--- src/rtl/alu_seq_unit_if.sv ---
// ALU control interface between the datapath control logic (master) and the
// sequential ALU execution unit (slave). Carries the one-hot op, operands,
// the start/busy/done handshake and the HI/LO result pair.
interface alu_seq_unit_if #(
    parameter int BITS      = 32,
    parameter int SIG_COUNT = 12
);
    logic [SIG_COUNT-1:0] ctrl_signal;
    logic [BITS-1:0]      X;
    logic [BITS-1:0]      Y;
    logic                 start;
    logic                 busy;
    logic                 done;
    logic                 err;
    logic                 div_zero;
    logic [BITS-1:0]      OpResult_HI;
    logic [BITS-1:0]      OpResult_LO;

    modport master (
        output ctrl_signal, X, Y, start,
        input  busy, done, err, div_zero, OpResult_HI, OpResult_LO
    );

    modport slave (
        input  ctrl_signal, X, Y, start,
        output busy, done, err, div_zero, OpResult_HI, OpResult_LO
    );
endinterface

--- src/rtl/alu_seq_unit.sv ---
// Sequential ALU execution unit. Single-cycle ops (add/sub/shifts/rotates/
// logic/neg/not, invalid controls and divide-by-zero) complete at the accept
// edge. Multiply (shift-add) and divide (restoring) run one iteration per
// clock on operand magnitudes for BITS clocks, then apply signs and deliver
// a 2*BITS result as {HI, LO}.
module alu_seq_unit #(
    parameter int BITS      = 32,
    parameter int SIG_COUNT = 12
) (
    input logic          clk,
    input logic          clr_n,
    alu_seq_unit_if.slave alu
);
    localparam int SHW = $clog2(BITS);

    typedef enum logic [1:0] {S_IDLE, S_MUL, S_DIV} state_t;

    state_t                r_state;
    state_t                w_state_nxt;
    logic [SHW-1:0]        r_cnt;
    logic                  r_done;
    logic                  r_err;
    logic                  r_div_zero;
    logic [BITS-1:0]       r_hi;
    logic [BITS-1:0]       r_lo;

    // Iteration datapath: mul keeps {partial product, multiplier},
    // div keeps {partial remainder, dividend/quotient}.
    logic [2*BITS-1:0]     r_acc;
    logic [BITS-1:0]       r_opnd;
    logic                  r_neg_lo;
    logic                  r_neg_hi;

    logic signed [BITS-1:0] w_x;
    logic signed [BITS-1:0] w_y;
    logic [BITS-1:0]       w_x_mag;
    logic [BITS-1:0]       w_y_mag;
    logic                  w_onehot;
    logic                  w_accept;
    logic                  w_op_mul;
    logic                  w_op_div;
    logic                  w_div0;
    logic                  w_multi;
    logic                  w_last;
    logic [BITS-1:0]       w_sc_hi;
    logic [BITS-1:0]       w_sc_lo;

    logic [BITS:0]         w_mul_sum;
    logic [2*BITS-1:0]     w_mul_nxt;
    logic [BITS:0]         w_div_sh;
    logic [BITS:0]         w_div_sub;
    logic [2*BITS-1:0]     w_div_nxt;
    logic [2*BITS-1:0]     w_iter_nxt;
    logic [2*BITS-1:0]     w_prod;
    logic [BITS-1:0]       w_fin_hi;
    logic [BITS-1:0]       w_fin_lo;

    // Result of the single-cycle ops; mul/div bits never reach here.
    function automatic logic [BITS-1:0] f_single(
        input logic [SIG_COUNT-1:0] ctrl,
        input logic signed [BITS-1:0] x,
        input logic signed [BITS-1:0] y
    );
        logic [SHW-1:0]    amt;
        logic [2*BITS-1:0] dbl;
        logic [2*BITS-1:0] rr;
        logic [2*BITS-1:0] rl;
        logic [BITS-1:0]   res;
        amt = y[SHW-1:0];
        dbl = {x, x};
        rr  = dbl >> amt;
        rl  = dbl << amt;
        res = '0;
        if (ctrl[0])       res = x + y;
        else if (ctrl[1])  res = x - y;
        else if (ctrl[4])  res = x >> amt;
        else if (ctrl[5])  res = x << amt;
        else if (ctrl[6])  res = rr[BITS-1:0];
        else if (ctrl[7])  res = rl[2*BITS-1:BITS];
        else if (ctrl[8])  res = x & y;
        else if (ctrl[9])  res = x | y;
        else if (ctrl[10]) res = -x;
        else if (ctrl[11]) res = ~x;
        return res;
    endfunction

    assign w_x      = alu.X;
    assign w_y      = alu.Y;
    assign w_x_mag  = w_x[BITS-1] ? -w_x : w_x;
    assign w_y_mag  = w_y[BITS-1] ? -w_y : w_y;
    assign w_onehot = (alu.ctrl_signal != '0) &&
                      ((alu.ctrl_signal & (alu.ctrl_signal - 1'b1)) == '0);
    assign w_accept = alu.start && (r_state == S_IDLE);
    assign w_op_mul = w_onehot && alu.ctrl_signal[2];
    assign w_op_div = w_onehot && alu.ctrl_signal[3];
    assign w_div0   = w_op_div && (alu.Y == '0);
    assign w_multi  = w_op_mul || (w_op_div && !w_div0);
    assign w_last   = (r_state != S_IDLE) && (r_cnt == SHW'(BITS - 1));

    // Single-cycle result selection, including the error and div-by-zero cases.
    always_comb begin
        w_sc_hi = '0;
        w_sc_lo = '0;
        if (!w_onehot) begin
            w_sc_lo = '0;
        end else if (w_div0) begin
            w_sc_hi = alu.X;
            w_sc_lo = '1;
        end else begin
            w_sc_lo = f_single(alu.ctrl_signal, w_x, w_y);
        end
    end

    // One shift-add step (mul) and one restore step (div); the sign bit of
    // the trial subtraction is the borrow that decides the quotient bit.
    assign w_mul_sum  = {1'b0, r_acc[2*BITS-1:BITS]} + (r_acc[0] ? {1'b0, r_opnd} : '0);
    assign w_mul_nxt  = {w_mul_sum, r_acc[BITS-1:1]};
    assign w_div_sh   = r_acc[2*BITS-1:BITS-1];
    assign w_div_sub  = w_div_sh - {1'b0, r_opnd};
    assign w_div_nxt  = {(w_div_sub[BITS] ? w_div_sh[BITS-1:0] : w_div_sub[BITS-1:0]),
                         r_acc[BITS-2:0], ~w_div_sub[BITS]};
    assign w_iter_nxt = (r_state == S_DIV) ? w_div_nxt : w_mul_nxt;

    // Sign fix-up applied to the final iteration's value at the completion edge.
    always_comb begin
        w_prod   = r_neg_lo ? -w_iter_nxt : w_iter_nxt;
        w_fin_hi = w_prod[2*BITS-1:BITS];
        w_fin_lo = w_prod[BITS-1:0];
        if (r_state == S_DIV) begin
            w_fin_lo = r_neg_lo ? -w_iter_nxt[BITS-1:0] : w_iter_nxt[BITS-1:0];
            w_fin_hi = r_neg_hi ? -w_iter_nxt[2*BITS-1:BITS] : w_iter_nxt[2*BITS-1:BITS];
        end
    end

    // Next-state logic: leave IDLE only for a multi-cycle op, return after the last iteration.
    always_comb begin
        w_state_nxt = r_state;
        case (r_state)
            S_IDLE: begin
                if (w_accept && w_op_mul)                 w_state_nxt = S_MUL;
                else if (w_accept && w_op_div && !w_div0) w_state_nxt = S_DIV;
            end
            S_MUL, S_DIV: begin
                if (w_last) w_state_nxt = S_IDLE;
            end
            default: w_state_nxt = S_IDLE;
        endcase
    end

    // State register.
    always_ff @(posedge clk or negedge clr_n) begin
        if (!clr_n) r_state <= S_IDLE;
        else        r_state <= w_state_nxt;
    end

    // Handshake, status flags, iteration count and the held HI/LO results.
    always_ff @(posedge clk or negedge clr_n) begin
        if (!clr_n) begin
            r_cnt      <= '0;
            r_done     <= 1'b0;
            r_err      <= 1'b0;
            r_div_zero <= 1'b0;
            r_hi       <= '0;
            r_lo       <= '0;
        end else begin
            r_done <= 1'b0;
            if (w_accept) begin
                r_err      <= !w_onehot;
                r_div_zero <= w_div0;
                r_cnt      <= '0;
                if (!w_multi) begin
                    r_done <= 1'b1;
                    r_hi   <= w_sc_hi;
                    r_lo   <= w_sc_lo;
                end
            end else if (r_state != S_IDLE) begin
                r_cnt <= r_cnt + 1'b1;
                if (w_last) begin
                    r_cnt  <= '0;
                    r_done <= 1'b1;
                    r_hi   <= w_fin_hi;
                    r_lo   <= w_fin_lo;
                end
            end
        end
    end

    // Iteration datapath: load magnitudes and signs at accept, then step once per clock.
    always_ff @(posedge clk) begin
        if (w_accept) begin
            if (w_op_div) begin
                r_acc  <= {{BITS{1'b0}}, w_x_mag};
                r_opnd <= w_y_mag;
            end else begin
                r_acc  <= {{BITS{1'b0}}, w_y_mag};
                r_opnd <= w_x_mag;
            end
            r_neg_lo <= w_x[BITS-1] ^ w_y[BITS-1];
            r_neg_hi <= w_x[BITS-1];
        end else if (r_state != S_IDLE) begin
            r_acc <= w_iter_nxt;
        end
    end

    assign alu.busy        = (r_state != S_IDLE);
    assign alu.done        = r_done;
    assign alu.err         = r_err;
    assign alu.div_zero    = r_div_zero;
    assign alu.OpResult_HI = r_hi;
    assign alu.OpResult_LO = r_lo;

endmodule

--- src/flat_wrapper.sv ---
// flat-port wrapper written by rule: the top's interface ports become plain ports
module alu_seq_unit_flat 
#(
    parameter int BITS      = 32,
    parameter int SIG_COUNT = 12
)
  (clk, clr_n, alu_ctrl_signal, alu_X, alu_Y, alu_start, alu_busy, alu_done, alu_err, alu_div_zero, alu_OpResult_HI, alu_OpResult_LO);
  alu_seq_unit_if #(.BITS(BITS), .SIG_COUNT(SIG_COUNT)) alu_i ();
  input logic clk;
  input logic clr_n;
  input wire logic [$bits(alu_i.ctrl_signal)-1:0] alu_ctrl_signal;
  input wire logic [$bits(alu_i.X)-1:0] alu_X;
  input wire logic [$bits(alu_i.Y)-1:0] alu_Y;
  input wire logic [$bits(alu_i.start)-1:0] alu_start;
  output wire logic [$bits(alu_i.busy)-1:0] alu_busy;
  output wire logic [$bits(alu_i.done)-1:0] alu_done;
  output wire logic [$bits(alu_i.err)-1:0] alu_err;
  output wire logic [$bits(alu_i.div_zero)-1:0] alu_div_zero;
  output wire logic [$bits(alu_i.OpResult_HI)-1:0] alu_OpResult_HI;
  output wire logic [$bits(alu_i.OpResult_LO)-1:0] alu_OpResult_LO;
  assign alu_i.ctrl_signal = alu_ctrl_signal;
  assign alu_i.X = alu_X;
  assign alu_i.Y = alu_Y;
  assign alu_i.start = alu_start;
  assign alu_busy = alu_i.busy;
  assign alu_done = alu_i.done;
  assign alu_err = alu_i.err;
  assign alu_div_zero = alu_i.div_zero;
  assign alu_OpResult_HI = alu_i.OpResult_HI;
  assign alu_OpResult_LO = alu_i.OpResult_LO;
  alu_seq_unit #(.BITS(BITS), .SIG_COUNT(SIG_COUNT)) u_core (.clk(clk), .clr_n(clr_n), .alu(alu_i));
endmodule
--- config.mk ---
export PLATFORM = sky130hd
export DESIGN_NAME = alu_seq_unit_flat
export DESIGN_NICKNAME = d
export VERILOG_FILES = /design/src/rtl/alu_seq_unit_if.sv /design/src/rtl/alu_seq_unit.sv /design/src/flat_wrapper.sv
export SDC_FILE = /design/constraint.sdc
export NUM_CORES = 1
export LEC_CHECK = 0
export ABC_AREA = 0
export CAP_MARGIN = 5
export CORE_ASPECT_RATIO = 1.4
export CORE_MARGIN = 5
export CORE_UTILIZATION = 45
export CTS_CLUSTER_SIZE = 24
export DETAILED_ROUTE_END_ITERATION = 10
export HOLD_SLACK_MARGIN = 0.15
export PLACE_DENSITY = 0.7
export REMOVE_ABC_BUFFERS = 1
export SLEW_MARGIN = 10
export SYNTH_ARGS = -nofsm -noshare
export SYNTH_HDL_FRONTEND = slang
export SYNTH_SLANG_ARGS = --single-unit
--- constraint.sdc ---
create_clock -name clk -period 11.55 [get_ports clk]
set_clock_uncertainty 0.1 [all_clocks]
set_input_delay 3.465 -clock clk [delete_from_list [all_inputs] [get_ports clk]]
set_output_delay 3.465 -clock clk [all_outputs]
set_load 0.01 [all_outputs]
==> out/qor.log <==
INFO  clocking       clk_pin_slew_worst_paths=90ps
INFO  floorplan      dieHeight=296µm
INFO  timing         min_period=8610ps
INFO  run            drv_cap=0
INFO  synth          synth_register_bits=172
INFO  routing        initialDrtViolationCount=3,038
INFO  clocking       clkLatencyLatePin=470ps
INFO  place          gp_congestion=1.07
INFO  clocking       tritoncts=yes
INFO  setup_path     worstSetupEndpointType=register
INFO  global_route   globalRouteOverflowTotal=0
INFO  synth          synth_async_sr_flop_share=43.0%
INFO  floorplan      dieArea=63,500µm²
INFO  cells_and_area post_route_cells_drive_above_1_share=8.19%
INFO  pwr            powerDensity=105nW/µm²
INFO  floorplan      floorplan.core_area=58,300µm²
INFO  floorplan      start_util=45.2%
INFO  timing         max_freq=116MHz
INFO  routing        detailroute.via_count=28,333
INFO  clocking       post-cts-setup-buffers=0
INFO  routing        drc=0
INFO  synth          post_syn_instances=3,457
INFO  setup_path     critPathMaxFanout=17
INFO  clocking       clk_path_buf_depth=2
INFO  floorplan      core.rowCount=105
INFO  floorplan      io_pins=147
INFO  synth          postSynthAreaPerCell=7.62µm²
INFO  routing        detail_route.wirelength=121mm
INFO  global_route   grt_first_pass_wirelength=176mm
INFO  clocking       postCtsHoldBufs=0
INFO  global_route   grt_pass1_vias=26,728
INFO  synth          synth_area_leader_cell=edfxtp_1
INFO  routing        avgRoutedWirePerCell=28.9µm
INFO  outcome        run_status=finished, final reports clean
INFO  timing         unrepaired_setup_endpoints_after_global_routing=false
INFO  worst_hold_path hold_class=reg2reg
INFO  timing         timing_worst_slew_pin_value=1260ps
INFO  setup_path     worst_setup_path_start_kind=input pin
INFO  synth          synth-warning-count=0
INFO  timing         final-max-slew-violation-count=0
INFO  cells_and_area synthToLayoutAreaGrowth=9.92%
INFO  synth          synth_largest_type_area_fraction=11.2%
INFO  routing        detail_route.vias_per_cell=6.74
INFO  synth          synth_edf_count=98
INFO  synth          post_synth_instance_area=26,300µm²
INFO  floorplan      die-width=214µm
INFO  cells_and_area num-nets-final=3,693
INFO  synth          synth.area.top_cells=edfxtp_1 11%, ha_1 8.0%, dfrtp_1 7.0%
INFO  global_route   maximum_number_of_pins_on_one_net_before_global_route_repair=67
INFO  place          placement.cell_area=28,300µm²
INFO  global_route   grt_use_total=36.5%
INFO  global_route   grt_antenna_before_repair=0
INFO  timing         final.hold.worst_slack=391ps
INFO  setup_path     crit_path_dat=8830ps
INFO  setup_path     worst-endpoint-required=11,770ps
INFO  timing         finalHoldViolCount=0
INFO  clocking       cts_repair_resize_count=0
INFO  place          dp.final_hpwl=93.8mm
INFO  timing         finalSetupTns=0ps
INFO  cells_and_area antennaDiodeCount=0
INFO  pwr            static-leakage-power=11.8nW
INFO  synth          ys_seq_area_share=18.2%
INFO  synth          yosys_most_used_dff=edfxtp_1
INFO  timing         post_route_clock_period_utilization=74.5%
INFO  routing        detail_route.first_pass.iterations=5
INFO  clocking       cts.sinks=172
INFO  timing         worst_slew_margin_rel=15.4%
INFO  clocking       cts_inserted_buffers=17
INFO  synth          synth_cell_type_count=101
INFO  setup_path     critical_path_class=in2reg
INFO  routing        drt.antenna.violating_nets=0
INFO  clocking       ctsHtreeMaxLevel=4
INFO  place          port_buffers=146
INFO  pwr            peakVddDrop=0.105mV
INFO  cells_and_area fin_area=29,000µm²
INFO  clocking       ctsRootBufferMaster=clkbuf_16
INFO  timing         setup_viol=0
==> Yosys cell counts, types with 46 or more instances <==
master    number
a211oi_1      79
a21oi_1      339
a31oi_1       46
and2_1        67
clkbuf_1     211
dfrtp_1       74
edfxtp_1      98
ha_1         169
inv_1        161
mux2i_1      164
mux4_2        64
nand2_1      256
nand3_1       62
nor2_1       406
nor3_1        81
o21ai_0      215
xnor2_1      173
xor2_1        61
==> metal layers <==
metal	up-vias	share of wire [%]	GRT usage, %
met5	-	0	0
met4	0	11	30.4
met3	477	7.9	4.42
met2	1764	46	61.6
met1	13386	35	41.5
li1	12706	-	-
==> final timing paths <==
check,slack [ps],from,endpoint,cells after the start
setup reg to reg,4080,u_core.r_acc[31],u_core.alu.OpResult_HI[28],23
hold reg to reg,390,u_core.alu.OpResult_HI[1],u_core.alu.OpResult_HI[1],2
hold / removal,390,u_core.alu.OpResult_HI[1],u_core.alu.OpResult_HI[1],2
setup / recovery,2940,alu_X[2],u_core.alu.OpResult_LO[29],14
min in group asynchronous,2830,clr_n,u_core.r_cnt[4],1
max in group asynchronous,7360,clr_n,u_core.alu.OpResult_HI[6],2
==> worst max-delay path: stages <==
cell	delay, ps
clkdlybuf4s50_1	790
nor4_1	1110
nor4b_2	660
nand3_1	380
or4_1	590
or3_1	360
a21oi_1	150
o21ai_0	150
a22oi_1	170
o21ai_0	90
a2111oi_0	440
a211oi_1	100
a211oi_1	230
o21ai_0	110
==> state kept, by name, summed over array words and instances (netlist names) <==
signal	flops
u_core.r_opnd	32
u_core.alu.err	1
u_core.alu.OpResult_LO	32
u_core.r_cnt	5
u_core.r_acc	64
u_core.r_neg_hi	1
u_core.r_state	2
u_core.alu.div_zero	1
u_core.alu.done	1
u_core.alu.OpResult_HI	32
u_core.r_neg_lo	1
==> cells in the final DEF (no fill, tap or decap), types with 62 or more instances in the layout <==
cell / netlist / final
a211oi_1: 79 / 79
a21oi_1: 339 / 339
and2_1: 67 / 67
buf_4: 1 / 87
clkdlybuf4s50_1: 0 / 133
dfrtp_1: 74 / 74
edfxtp_1: 98 / 98
ha_1: 169 / 168
inv_1: 161 / 159
mux2i_1: 164 / 164
mux4_2: 64 / 64
nand2_1: 256 / 254
nand3_1: 62 / 62
nor2_1: 406 / 405
nor3_1: 81 / 80
o21ai_0: 215 / 215
xnor2_1: 173 / 173
==> per-stage QoR <==
step           setup WS, ps  power, W  utilization [%]  instances
2_1_floorplan          2440   0.00176                -       3192
3_3_place_gp           2660   0.00233             48.6       4171
3_5_place_dp           2600   0.00233             48.6       4171
4_1_cts                3080   0.00298             49.6       4203
5_1_grt                2740   0.00316             49.6       4203
6_report               2940   0.00303             49.6       4203
==> report_power, final <==
group | internal [W] | switching [W] | total, W
combinational | 0.000581 | 0.00103 | 0.00161
clock | 0.000350 | 0.000299 | 0.000649
sequential | 0.000712 | 0.0000505 | 0.000763
==> area by class of cell <==
type                            instances  area, µm²
Tap cell                              749        937
Multi-Input combinational cell       2851      19900
Clock inverter                         15        198
Sequential cell                       172       4790
Clock buffer                           17        425
Timing Repair Buffer                  230       2030
Fill cell                            5774      29400
Inverter                              169        634
==> cells by family (layout without fill, tap and decap cells) <==
family          count (synthesis)  count (layout)  synth area share [%]
fa+ha+maj                     175             175                  8.41
flops                         172             172                  18.2
simple gates                 1094            1094                  19.6
mux                           253             253                  12.8
buf+inv                       434             431                  6.30
xor+xnor                      234             234                  7.78
compound gates               1095            1095                  26.9
Power figures use the tool's default switching activity.
